File: src/rtl/mux2_rr_arbiter.sv
// Round-robin owner of a shared 2:1 mux with bounded hold. Grant and Select are registered one edge after req.
// out_valid and out are combinational from the grant; out_ready low freezes the beat count and blocks forced rotation.
module mux2_rr_arbiter #(
  parameter int DW       = 8,
  parameter int MAX_HOLD = 4
) (
  input  logic          clk,
  input  logic          rst_n,
  input  logic          req0,
  input  logic [DW-1:0] in1,
  input  logic          req1,
  input  logic [DW-1:0] in2,
  input  logic          out_ready,
  output logic          gnt0,
  output logic          gnt1,
  output logic          Select,
  output logic [DW-1:0] out,
  output logic          out_valid
);

  localparam int CW = $clog2(MAX_HOLD + 1);
  localparam logic [CW-1:0] CMAX = CW'(MAX_HOLD);

  localparam logic [1:0] IDLE = 2'd0;
  localparam logic [1:0] G0   = 2'd1;
  localparam logic [1:0] G1   = 2'd2;

  logic [1:0]    state;
  logic [1:0]    state_nxt;
  logic [CW-1:0] cnt;
  logic [CW-1:0] cnt_upd;
  logic          last;
  logic          xfer;

  assign gnt0   = (state == G0);
  assign gnt1   = (state == G1);
  assign Select = (state == G1);

  // Outputs are held quiet while reset is asserted, so the aborted cycle carries no transfer.
  assign out_valid = rst_n & ((gnt0 & req0) | (gnt1 & req1));
  assign out       = (!rst_n || state == IDLE) ? '0 : (Select ? in2 : in1);
  assign xfer      = out_valid & out_ready;

  always_comb begin
    cnt_upd = cnt;
    if (xfer && cnt != CMAX)
      cnt_upd = cnt + CW'(1);
  end

  always_comb begin
    state_nxt = state;
    case (state)
      IDLE: begin
        if (req0 && req1)
          state_nxt = last ? G0 : G1;
        else if (req0)
          state_nxt = G0;
        else if (req1)
          state_nxt = G1;
        else
          state_nxt = IDLE;
      end
      G0: begin
        if (!req0)
          state_nxt = req1 ? G1 : IDLE;
        else if (req1 && cnt_upd == CMAX)
          state_nxt = G1;
      end
      G1: begin
        if (!req1)
          state_nxt = req0 ? G0 : IDLE;
        else if (req0 && cnt_upd == CMAX)
          state_nxt = G0;
      end
      default: state_nxt = IDLE;
    endcase
  end

  always_ff @(posedge clk) begin
    if (!rst_n) begin
      state <= IDLE;
      cnt   <= '0;
      last  <= 1'b1;
    end else begin
      state <= state_nxt;
      if (state_nxt != state) begin
        cnt <= '0;
        if (state_nxt == G0)
          last <= 1'b0;
        else if (state_nxt == G1)
          last <= 1'b1;
      end else begin
        cnt <= cnt_upd;
      end
    end
  end

endmodule

File: config.mk
export PLATFORM = sky130hd
export DESIGN_NAME = mux2_rr_arbiter
export DESIGN_NICKNAME = d
export VERILOG_FILES = /design/src/rtl/mux2_rr_arbiter.sv
export SDC_FILE = /design/constraint.sdc
export NUM_CORES = 1
export LEC_CHECK = 0
export CAP_MARGIN = 10
export CORE_UTILIZATION = 42
export CTS_CLUSTER_DIAMETER = 120
export DETAILED_ROUTE_END_ITERATION = 6
export PLACE_DENSITY = 0.87
export SLEW_MARGIN = 20
export SYNTH_ARGS = -nofsm -noshare
export SYNTH_HDL_FRONTEND = slang
export SYNTH_SLANG_ARGS = --single-unit
File: constraint.sdc
create_clock -name clk -period 5.4 [get_ports clk]
set_input_delay 0.54 -clock clk [delete_from_list [all_inputs] [get_ports clk]]
set_output_delay 0.54 -clock clk [all_outputs]
set_load 0.005 [all_outputs]
# ---- Word-level counts from Yosys, hierarchy flattened
# Cells that the tools add are included.
# W data, S select, Z words.
dict set report word_totals {
  mem_bits_ro 0
  out_inout_bits 12
  elab_cells 42
  mem_bits_rw 0
  n_memories 0
  ff_bits 6
  latchBits 0
}
dict set report op_classes {
  shift 0
  eq_ne 7
  div 0
  add_sub_neg 1
  multipliers 0
  reduce_logical 10
  n_bitwise 6
  mux 15
  order_cmp 0
}
# cell n
set op_table {}
lappend op_table {{$mux W2} 8}
lappend op_table {{$mux W8} 2}
lappend op_table {{$pmux W2 S3} 1}
lappend op_table {{$and A1 B1 Y1} 4}
lappend op_table {{$eq A2 B1 Y1 const B} 2}
lappend op_table {{$eq A2 B2 Y1 const B} 2}
lappend op_table {{$logic_and A1 B1 Y1} 4}
lappend op_table {{$add A3 B1 Y3 const B} 1}
lappend op_table {{$eq A3 B3 Y1 const B} 1}
lappend op_table {{$mux W1} 3}
lappend op_table {{$mux W3} 1}
lappend op_table {{$ne A3 B3 Y1 const B} 1}
lappend op_table {{$logic_not A2 Y1} 1}
lappend op_table {{$ne A2 B2 Y1} 1}
lappend op_table {{$reduce_and A2 Y1} 1}
lappend op_table {{$reduce_bool A2 Y1} 1}
lappend op_table {{$reduce_or A2 Y1} 1}
lappend op_table {{$logic_not A1 Y1} 1}
lappend op_table {{$logic_or A1 B1 Y1} 1}
lappend op_table {{$not A1 Y1} 1}
lappend op_table {{$or A1 B1 Y1} 1}

# ---- Depth between registers and ports, before layout
dict set report depth {
  word_depth 15
  mapped_depth 10
  ltp_nobuf 10
}

# ---- Worst setup path before layout
# No wires, ideal clock.
dict set report synth_timing {
  path_type {input-to-reg}
  from {input port req0}
  to {register last}
  arrival_time_ns 2.580
  cell_stages 10
  setup_ns 0.146
  required_ns 5.254
  setup_slack_ns 2.674
  path_cell_list {buf_4 > nand3b_2 > a221oi_4 > mux2i_1 > mux2_1 > nand3_1 > ha_1 > or2_2 > o21ai_0 > o311ai_0}
}
dict set report synth_via {
  elab_chain_len 14
}
# item line
set synth_lines {}
lappend synth_lines {{start, declared} 9} ;# input logic req0,
lappend synth_lines {{$and A1 B1 Y1} 40} ;# assign out_valid = rst_n & ((gnt0 & req0) | (gnt1 & req1));
lappend synth_lines {{$or A1 B1 Y1} 40}
lappend synth_lines {{$and A1 B1 Y1} 40}
lappend synth_lines {{$and A1 B1 Y1} 42} ;# assign xfer = out_valid & out_ready;
lappend synth_lines {{$logic_and A1 B1 Y1} 46} ;# if (xfer && cnt != CMAX)
lappend synth_lines {{$mux W3} 46}
lappend synth_lines {{$eq A3 B3 Y1} {66, 72}}
lappend synth_lines {{$logic_and A1 B1 Y1, on equally long branches} {72, 66}}
lappend synth_lines {{$mux W2, on equally long branches} {72, 66}}
lappend synth_lines {{$mux W2, on equally long branches} {70, 64}}
lappend synth_lines {{$pmux W2 S3 (*)} 52} ;# case (state)
lappend synth_lines {{$eq A2 B1 Y1 or $eq A2 B2 Y1 (tied branches)} {88, 90}}
lappend synth_lines {{$reduce_bool A2 Y1 (no source line)} --}
lappend synth_lines {{$reduce_and A2 Y1 (no source line)} --}
lappend synth_lines {{end signal, assigned} 83} ;# last <= 1'b1;
lappend synth_lines {{end signal, assigned} 89} ;# last <= 1'b0;
lappend synth_lines {{end signal, assigned} 91} ;# last <= 1'b1;
lappend synth_lines {{end, declared} 32} ;# logic last;
# Mark *: on every way between the ends. The rest lies on a longest branch, timed or not.
# A chain may end at the register's enable or synchronous reset.

# ---- Worst setup path after layout
dict set report layout_timing {
  from {input port rst_n}
  to {register last}
}
dict set report layout_via {
  elab_chain_len 12
}
# item line
set layout_lines {}
lappend layout_lines {{start, declared} 8} ;# input logic rst_n,
lappend layout_lines {{$and A1 B1 Y1} 40}
lappend layout_lines {{$and A1 B1 Y1} 42}
lappend layout_lines {{$logic_and A1 B1 Y1} 46}
lappend layout_lines {{$mux W3} 46}
lappend layout_lines {{$eq A3 B3 Y1} {66, 72}}
lappend layout_lines {{$logic_and A1 B1 Y1, on equally long branches} {72, 66}}
lappend layout_lines {{$mux W2, on equally long branches} {72, 66}}
lappend layout_lines {{$mux W2, on equally long branches} {70, 64}}
lappend layout_lines {{$pmux W2 S3} 52}
lappend layout_lines {{$eq A2 B1 Y1 or $eq A2 B2 Y1 (tied branches)} {88, 90}}
lappend layout_lines {{$reduce_bool A2 Y1 (no source line)} --}
lappend layout_lines {{$reduce_and A2 Y1 (no source line)} --}
# Parallel ways exist; a longest one is shown, timed or not.

==> results.ini <==
[cells_and_area]
mostFrequentLayoutCells = 32 x clkdlybuf4s50_1, 11 x nor2b_1, 9 x nand2_1
antenna_cells = 0
final_core_util = 0.709
nNetsFinal = 134
final_common_cell = clkdlybuf4s50_1
stdcell_count = 123
drive_above_1_share = 0.0741
synthToLayoutAreaGrowth_pct = 48.6

[pwr]
intPower_w = 0.000107
p_switching_w = 0.0000419
p_seq_frac = 0.354
p_sw_frac = 0.281
p_per_area_mw_per_mm2 = 154
clkPwrFrac = 0.278
power.share.combinational = 0.368
finalPower_w = 0.000149
peakVddDrop_mv = 0.148
leakage_nw = 0.367

[logic_synthesis]
ys_seq_area_frac = 0.184
ys_types = 33
ys_ff_latch = 6
synthesis.area_sq_um = 652
avgSynthCellArea_sq_um = 8.15
syn_inst = 80
syn_nets = 104
ys.warnings.count = 0

[setup_path]
path_delay_family = buffers and inverters
worstPathBufferInverterCount = 1
path_cells = clkdlybuf4s50_1, nand2_1, a221oi_4, mux2i_1, mux2_1, nand3_1, ha_1, or2_2, o21ai_0, o311ai_0
cp.arrival_ns = 3.39
cpPeakStageDelay_ns = 0.73
crit_fanout = 16
crit_slowest_cell = clkdlybuf4s50_1
required_ns = 5.49
cp-start-kind = input pin
path_class = input pin to flop
end_kind = flop

[sta]
setup_viol = 0
fin_crit_sh = 0.613
tns_ns = 0
final-hold-violation-count = 0
slew_headroom = 0.564
rsz0062_at_grt = no
setup_ws_ns = 2.09
tightest_slew_ns = 0.652
fmax_mhz = 302
skew_ns = 0.00287
drv_slew = 0
fin_crit_ns = 3.31

[floorplanning]
num_rows = 13
die_w_um = 41.4
start_util = 0.477
die_h_um = 41.4
ioPinCount = 33
core-area_sq_mm = 0.00137
die_area_sq_mm = 0.00171

[placed_design]
dp_cells = 120
dpl.hpwl_um = 1330
io_buffers = 32
gp_congestion = 0.734
dpl_worst_slack_ns = 1.85

[run_status]
status = completed

[run]
drv_cap = 0

[grt]
gr-total-overflow = 0
grt_usage = 0.196
grt_pass1_vias = 525
grt_pass1_wl_um = 2230
grt_start_max_net_pins = 20
grt_antenna_before_repair = 0

[clock_tree]
clk_pin_slew_worst_paths_ns = 0.05
cts_tree = built
cts_buffers = 3
clock-root-buffer = clkbuf_4
postCtsSetupRepairBufs = 0
cts_resized = 0
numClockSinks = 6
clock_latency_ns = 0.25
cts_hold_buf = 0
cts_max_path_buffers = 2
htreeDepth = 1

[detailed_routing]
drtIter0Drc = 8
final_antenna_net_count = 0
post_drt_wl_per_cell_um = 13.5
dr.max_layer_used = met4
met3_length_um = 32
post_drt_via_cell_ratio = 5.52
wl_met1_um = 753
drt_wl_total_um = 1660
wl_met2_um = 858
vias = 679
firstDrtPassIters = 3
drcViolationCount = 0

[worst_hold_path]
hold_path.class = flop to flop

==> path summary, 6_finish.rpt <==
check	start	end	slack [ns]	cells after the start
hold / removal	last$_SDFFE_PN1P_	last$_SDFFE_PN1P_	0.55	2
setup / recovery	rst_n	last$_SDFFE_PN1P_	2.09	10
hold reg to reg	last$_SDFFE_PN1P_	last$_SDFFE_PN1P_	0.55	2
setup reg to reg	state[0]$_SDFF_PN0_	last$_SDFFE_PN1P_	2.34	9
==> Yosys cell counts, drive strengths merged <==
cell type	n	area, sq um
buf	3	26.3
o311ai	1	8.76
o21ai	2	10.0
and3	4	25.0
or4b	1	10.0
and4	1	8.76
xor2	1	8.76
mux2i	2	20.0
or2	2	12.5
clkbuf	4	18.8
nor3b	1	7.51
ha	3	37.5
nand3	2	10.0
inv	2	7.51
dfxtp	6	120
and2b	1	7.51
nor3	3	15.0
and2	1	6.26
nor2	1	3.75
a22oi	8	60.1
mux2	1	11.3
nand3b	2	31.3
xnor2	3	26.3
nor2b	11	68.8
nand2	9	33.8
a311oi	1	8.76
a221oi	1	26.3
o2111a	1	11.3
a21oi	2	10.0
==> final cells by class <==
type / count / area [sq um]
multi-input cells: 65 / 479
fillers: 112 / 398
repair buffers: 32 / 320
flip-flops and latches: 6 / 120
clock buffers: 3 / 22.5
well taps: 15 / 18.8
inverters: 2 / 7.51
==> registers in the layout, indices dropped and copies added, names as in the netlist <==
name	count
last	1
state	2
cnt	3
==> routing by layer <==
metal | GRT usage | vias to the layer above
met3 | 0.0479 | 3
met2 | 0.328 | 10
li1 | - | 345
met1 | 0.250 | 321
met4 | 0.0484 | 0
met5 | 0 | -
==> power groups by stage <==
stage	clock network (W)	registers [W]	logic, W
floorplan	0	0.0000489	0.0000324
global placement	0	0.0000534	0.0000538
detailed placement	0	0.0000535	0.0000548
CTS	0.0000429	0.0000526	0.0000551
global route	0.0000467	0.0000531	0.0000602
finish	0.0000414	0.0000528	0.0000548
==> cells by family (layout without fill, tap and decap cells) <==
group / count (synthesis) / after routing / share of synthesized area
simple gates: 39 / 39 / 0.369
compound gates: 16 / 16 / 0.207
buf+inv: 9 / 37 / 0.0806
flops: 6 / 6 / 0.184
xor+xnor: 4 / 4 / 0.0538
fa+ha+maj: 3 / 3 / 0.0576
mux: 3 / 3 / 0.0480
==> metrics by stage <==
stage | hold WS (ns) | instance area, sq um
after floorplan | 0.488 | 652
after global placement | 0.524 | 946
after detailed placement | 0.542 | 946
after CTS | 0.558 | 968
after global routing | 0.609 | 968
final | 0.551 | 968
==> worst min-delay path: stages (launching register included) <==
cell,delay [ns]
dfxtp_1,0.34
o21ai_0,0.08
o311ai_0,0.09
(Power assumes the default switching activity.)
